$ cat config.mk
export PLATFORM = sky130hd
export DESIGN_NAME = immediate_encoder
export DESIGN_NICKNAME = d
export VERILOG_FILES = /design/src/rtl/immediate_encoder_pkg.sv /design/src/rtl/immediate_encoder_imm_scatter.sv /design/src/rtl/immediate_encoder.sv
export SDC_FILE = /design/constraint.sdc
export NUM_CORES = 1
export LEC_CHECK = 0
export CAP_MARGIN = 20
export CORE_UTILIZATION = 50
export DETAILED_ROUTE_END_ITERATION = 10
export PLACE_DENSITY = 0.81
export SLEW_MARGIN = 15
export SYNTH_ARGS = -nofsm -noshare
export SYNTH_HDL_FRONTEND = slang
export SYNTH_SLANG_ARGS = --single-unit
export TNS_END_PERCENT = 50
$ cat constraint.sdc
create_clock -name I_clk -period 4.3 [get_ports I_clk]
set_input_delay 0.645 -clock I_clk [delete_from_list [all_inputs] [get_ports I_clk]]
set_output_delay 0.645 -clock I_clk [all_outputs]
set_load 0.02 [all_outputs]
$ cat src/rtl/immediate_encoder_pkg.sv
// Shared definitions for the immediate encoder.
//   - IMM_* immediate format codes (same values the immediate generator decodes)
//   - state_t: encoder FSM states
package immediate_encoder_pkg;

  localparam logic [2:0] IMM_ITYPE = 3'd0;
  localparam logic [2:0] IMM_STYPE = 3'd1;
  localparam logic [2:0] IMM_BTYPE = 3'd2;
  localparam logic [2:0] IMM_UTYPE = 3'd3;
  localparam logic [2:0] IMM_JTYPE = 3'd4;

  typedef enum logic [1:0] {
    IDLE,
    ENCODE,
    HOLD
  } state_t;

endpackage

$ cat src/rtl/immediate_encoder_imm_scatter.sv
// imm_scatter: combinational inverse of the immediate generator.
// Range-checks a 32-bit immediate for the selected format and scatters its
// bits into the immediate slots of an instruction word.
//   immsel : immediate format (IMM_* code)
//   imm    : immediate value, two's complement
//   base   : instruction word with all immediate bit positions zero
//   data   : base OR scattered immediate; base unmodified on error
//   err    : immediate out of range, misaligned, or undefined format
module imm_scatter
  import immediate_encoder_pkg::*;
(
  input  logic [2:0]  immsel,
  input  logic [31:0] imm,
  input  logic [31:0] base,
  output logic [31:0] data,
  output logic        err
);

  logic [31:0] field;

  always_comb begin
    field = '0;
    err   = 1'b0;
    case (immsel)
      IMM_ITYPE: begin
        field = {imm[11:0], 20'b0};
        err   = (imm[31:11] != {21{imm[11]}});
      end
      IMM_STYPE: begin
        field = {imm[11:5], 13'b0, imm[4:0], 7'b0};
        err   = (imm[31:11] != {21{imm[11]}});
      end
      IMM_BTYPE: begin
        field = {imm[12], imm[10:5], 13'b0, imm[4:1], imm[11], 7'b0};
        err   = (imm[31:12] != {20{imm[12]}}) || imm[0];
      end
      IMM_UTYPE: begin
        field = {imm[31:12], 12'b0};
        err   = (imm[11:0] != 12'b0);
      end
      IMM_JTYPE: begin
        field = {imm[20], imm[10:1], imm[11], imm[19:12], 12'b0};
        err   = (imm[31:20] != {12{imm[20]}}) || imm[0];
      end
      default: begin
        field = '0;
        err   = 1'b1;
      end
    endcase
    data = err ? base : (base | field);
  end

endmodule

$ cat src/rtl/immediate_encoder.sv
// immediate_encoder: encodes immediates into instruction words for the
// program loader path, emitting them with a valid/ready handshake and an
// auto-incrementing instruction-memory word address.
//   I_clk, I_rst          : clock, asynchronous active-high reset
//   I_valid/O_ready       : request handshake (I_immsel, I_imm, I_base)
//   O_valid/I_ready       : result handshake (O_data, O_addr, O_err)
//   O_err_sticky          : set by any error result, cleared by I_clear/reset
//   I_clear               : synchronous clear of O_addr and O_err_sticky
module immediate_encoder
  import immediate_encoder_pkg::*;
#(
  parameter int unsigned ADDR_W = 10
) (
  input  logic              I_clk,
  input  logic              I_rst,
  input  logic              I_valid,
  output logic              O_ready,
  input  logic [2:0]        I_immsel,
  input  logic [31:0]       I_imm,
  input  logic [31:0]       I_base,
  output logic              O_valid,
  input  logic              I_ready,
  output logic [31:0]       O_data,
  output logic [ADDR_W-1:0] O_addr,
  output logic              O_err,
  output logic              O_err_sticky,
  input  logic              I_clear
);

  state_t      state;
  logic [2:0]  immsel_q;
  logic [31:0] imm_q;
  logic [31:0] base_q;
  logic [31:0] scat_data;
  logic        scat_err;

  imm_scatter u_scatter (
    .immsel (immsel_q),
    .imm    (imm_q),
    .base   (base_q),
    .data   (scat_data),
    .err    (scat_err)
  );

  always_ff @(posedge I_clk or posedge I_rst) begin
    if (I_rst) begin
      state        <= IDLE;
      O_ready      <= 1'b1;
      O_valid      <= 1'b0;
      O_data       <= '0;
      O_addr       <= '0;
      O_err        <= 1'b0;
      O_err_sticky <= 1'b0;
      immsel_q     <= '0;
      imm_q        <= '0;
      base_q       <= '0;
    end else begin
      case (state)
        IDLE: begin
          if (I_valid) begin
            immsel_q <= I_immsel;
            imm_q    <= I_imm;
            base_q   <= I_base;
            O_ready  <= 1'b0;
            state    <= ENCODE;
          end
        end
        ENCODE: begin
          O_data  <= scat_data;
          O_err   <= scat_err;
          O_valid <= 1'b1;
          if (scat_err) O_err_sticky <= 1'b1;
          state   <= HOLD;
        end
        HOLD: begin
          if (I_ready) begin
            O_valid <= 1'b0;
            O_ready <= 1'b1;
            if (!O_err) O_addr <= O_addr + ADDR_W'(1);
            state   <= IDLE;
          end
        end
        default: state <= IDLE;
      endcase
      // Placed last so a clear overrides a same-edge increment or sticky set.
      if (I_clear) begin
        O_addr       <= '0;
        O_err_sticky <= 1'b0;
      end
    end
  end

endmodule
==> summary.txt <==
Global route
  – Initial antenna violation count: 0
  – Grt ovf: 0
  – Largest net degree at the start of global routing: 80
  – First-pass GRT wire length: 18600 µm
  – Vias in the first global route: 3818
  – Tot GR Track Use: 23.6%

Synth
  – Leading area contributor after synthesis: dfrtp_1
  – Ranking of synthesized cells by area: dfrtp_1 56%, mux2_2 15%, mux2i_1 4.9%
  – Synth Area per Inst: ~12 µm²
  – Most common cell in the netlist: dfrtp_1
  – Mapped Nets: 492
  – Async set-reset flop share out of synthesis: 100%
  – Post-synth EDFFs: 0
  – Yosys warning total: 0
  – Most frequent cells after synthesis: 114 x dfrtp_1, 68 x mux2_2, 31 x nand2_1
  – Post-synth cell types: 42
  – Cell Area, Synth: 0.00512 mm²
  – Synth top area share: 55.7%
  – Yosys reg bits: 115
  – Sequential share of the synthesized area: 56.2%
  – Synth Flop Type: dfrtp_1
  – Synthesized instance count: around 420

Critical path
  – RR Startpoint: imm_q[25]
  – Worst Setup Start Kind: register
  – CP max stage delay: 0.57 ns
  – Reg2reg setup slack: 1.80 ns
  – Critical Path Slowest Stage Cell: or4_4
  – Crit Path Max Fanout: 25
  – Critical path data required time: 4.70 ns
  – WP data arrival: 2.90 ns
  – Crit end category: register
  – CP cell instances: or4_4, nor4_4, o2111ai_1, nand3_1, nand3_4, mux2_2
  – Setup Crit Path Kind: register to register
  – RR Endpoint: O_err
  – Reg2Reg Depth: 6

Clocking
  – Hold Buf Count CTS: 0
  – CTS Sinks: 115
  – Worst-path clk slew: 0.06 ns
  – Skew-Pair Late Insertion Delay: 0.51 ns
  – CTS resizes: 0
  – Root Buffer: clkbuf_8
  – Inserted Clock Buffers: 17
  – Max Buffers Root-to-Sink: 2
  – Post-CTS setup buffer count: 0
  – CTS tree: yes
  – H-tree levels: 4

Layout
  – Area growth, synth to finish: 36.9%
  – Core Util, Final: 71.1%
  – Share of cells above drive strength 1: 22.7%
  – Antenna cells: 0
  – Fillers: roughly 680
  – Layout Nets: approximately 610
  – Cell area after layout: 0.00701 mm²

STA
  – Relative slew margins: between 30 and 40%
  – Min cycle time layout: roughly 2.5 ns
  – Final hold violations: 0
  – Setup violators final: 0
  – Post-route setup slack: roughly 1.8 ns
  – RSZ-0062 raised after global routing: no
  – Max Clock Freq: 0.399 GHz
  – Clock skew: 0.0112 ns
  – TNS Setup: 0 ns
  – Final period utilization: around three fifths
  – Worst slew pin tran: 1.02 ns
  – Max-slew violations: 0

Die
  – Number of cell rows: 36
  – Die width: around 100 µm
  – Core area: 0.00986 mm²
  – Die area: ~0.011 mm²
  – Initial Util: 51.9%
  – Die Span Y: between 100 and 150 µm
  – I/O pin total: roughly 120

Placement
  – Number of buffer cells added on primary ports: between 100 and 150
  – Placed Area: 0.00640 mm²
  – Final GP Congestion: 0.873
  – Pre-CTS setup slack: 1.56 ns
  – DP HPWL: between 8000 and 9000 µm

Route
  – DRC: 0
  – Per-cell routed wire length: approximately 17 µm
  – Via count: 3750
  – Initial DRC Count: 180
  – DR vias/cell: around 5.5
  – ANT nets after route: 0
  – Final wirelength: 11800 µm
  – DRT Pass-1 Iters: 5

Hold path
  – HP Class: register to register
  – Hold Crit Depth: 2
  – Hold Path Sink: O_data[1]
  – Hold path startpoint: base_q[1]

Power and ir drop
  – Maximum VDD drop: 0.000437 V
  – Lkg Pwr: around 3 nW
  – Pwr dens: approximately 780 mW/mm²

Flow run
  – Max-Cap Viols: 0

Status
  – Outcome: finished clean
registers in the layout, indices dropped and copies added (netlist names):
register,cells
O_data,32
base_q,32
imm_q,32
O_addr,10
immsel_q,3
state,2
O_err,1
O_err_sticky,1
O_ready,1
O_valid,1
placed cells by master (no fill, tap or decap), drive strengths merged, types with 4 or more instances in the layout:
cell	synthesis	final
clkdlybuf4s50	0	117
dfrtp	114	114
mux2	68	68
nand2	31	31
mux2i	25	25
nor2	21	21
o21ai	20	20
nand3	18	18
clkbuf	22	18
a21oi	12	12
a22oi	12	12
o31ai	11	11
inv	6	10
nor4	7	7
nand4	6	6
clkinv	0	6
or3	4	4
xnor2	4	4
xor2	4	4
metal layers:
metal	vias to the layer above	global-route usage, %	wire length, µm
met5	-	0	0
met4	0	7.37	139
met3	15	7.66	718
met2	119	39.1	5810
met1	1872	29.7	5160
li1	1744	-	-
critical path: cells and delay by family (launching register included):
family          cells  cell delay [ns]
mux                 1             0.39
compound gates      1             0.16
flops               1             0.41
simple gates        4             1.42
worst max-delay path by stage:
stage                      startpoint        end  slack (ns)  cells after the start
final                       imm_q[25]      O_err        1.80                      6
after floorplan                 I_rst  O_addr[0]        0.61                      1
after global routing      immsel_q[1]      O_err        1.60                      5
after global placement        I_valid  base_q[2]        1.60                      5
after CTS                   imm_q[25]      O_err        1.79                      6
after detailed placement      I_valid   imm_q[6]        1.56                      5
stage by stage:
stage                     hold WS, ns  std cells  power [mW]
after detailed placement        0.461        647        4.05
after global routing            0.488        679        5.78
final                           0.473        679        5.47
after floorplan                 0.435        419        3.31
after global placement          0.448        647        3.96
after CTS                       0.480        679        5.50
final cells by class:
class / instances / area (µm²) / area share (%)
multi-input cells: 273 / 2130 / 30.3
flip-flops and latches: 115 / 2880 / 41.1
repair buffers: 120 / 1210 / 17.2
inverters: 6 / 25.0 / 0.357
well taps: 133 / 166 / 2.37
clock buffers: 18 / 428 / 6.10
clock inverters: 14 / 178 / 2.53
report_power, final:
part / internal, mW / total [mW] / switching, mW
clock network: 0.906 / 1.42 / 0.517
registers: 1.59 / 2.06 / 0.461
logic: 0.994 / 1.99 / 1.00
total: 3.49 / 5.47 / 1.98
logic make-up (layout without fill, tap and decap cells):
family	after synthesis	count (layout)	synth area share (%)
AOI/OAI and AO/OA	65	65	9.09
DFF	115	115	56.2
and+or+nand+nor	106	106	10.8
xor gates and xnor gates	8	8	1.37
adders and majority gates	1	1	0.244
buffers and inverters	31	158	2.47
muxes	93	93	19.8
(Power assumes the default switching activity.)
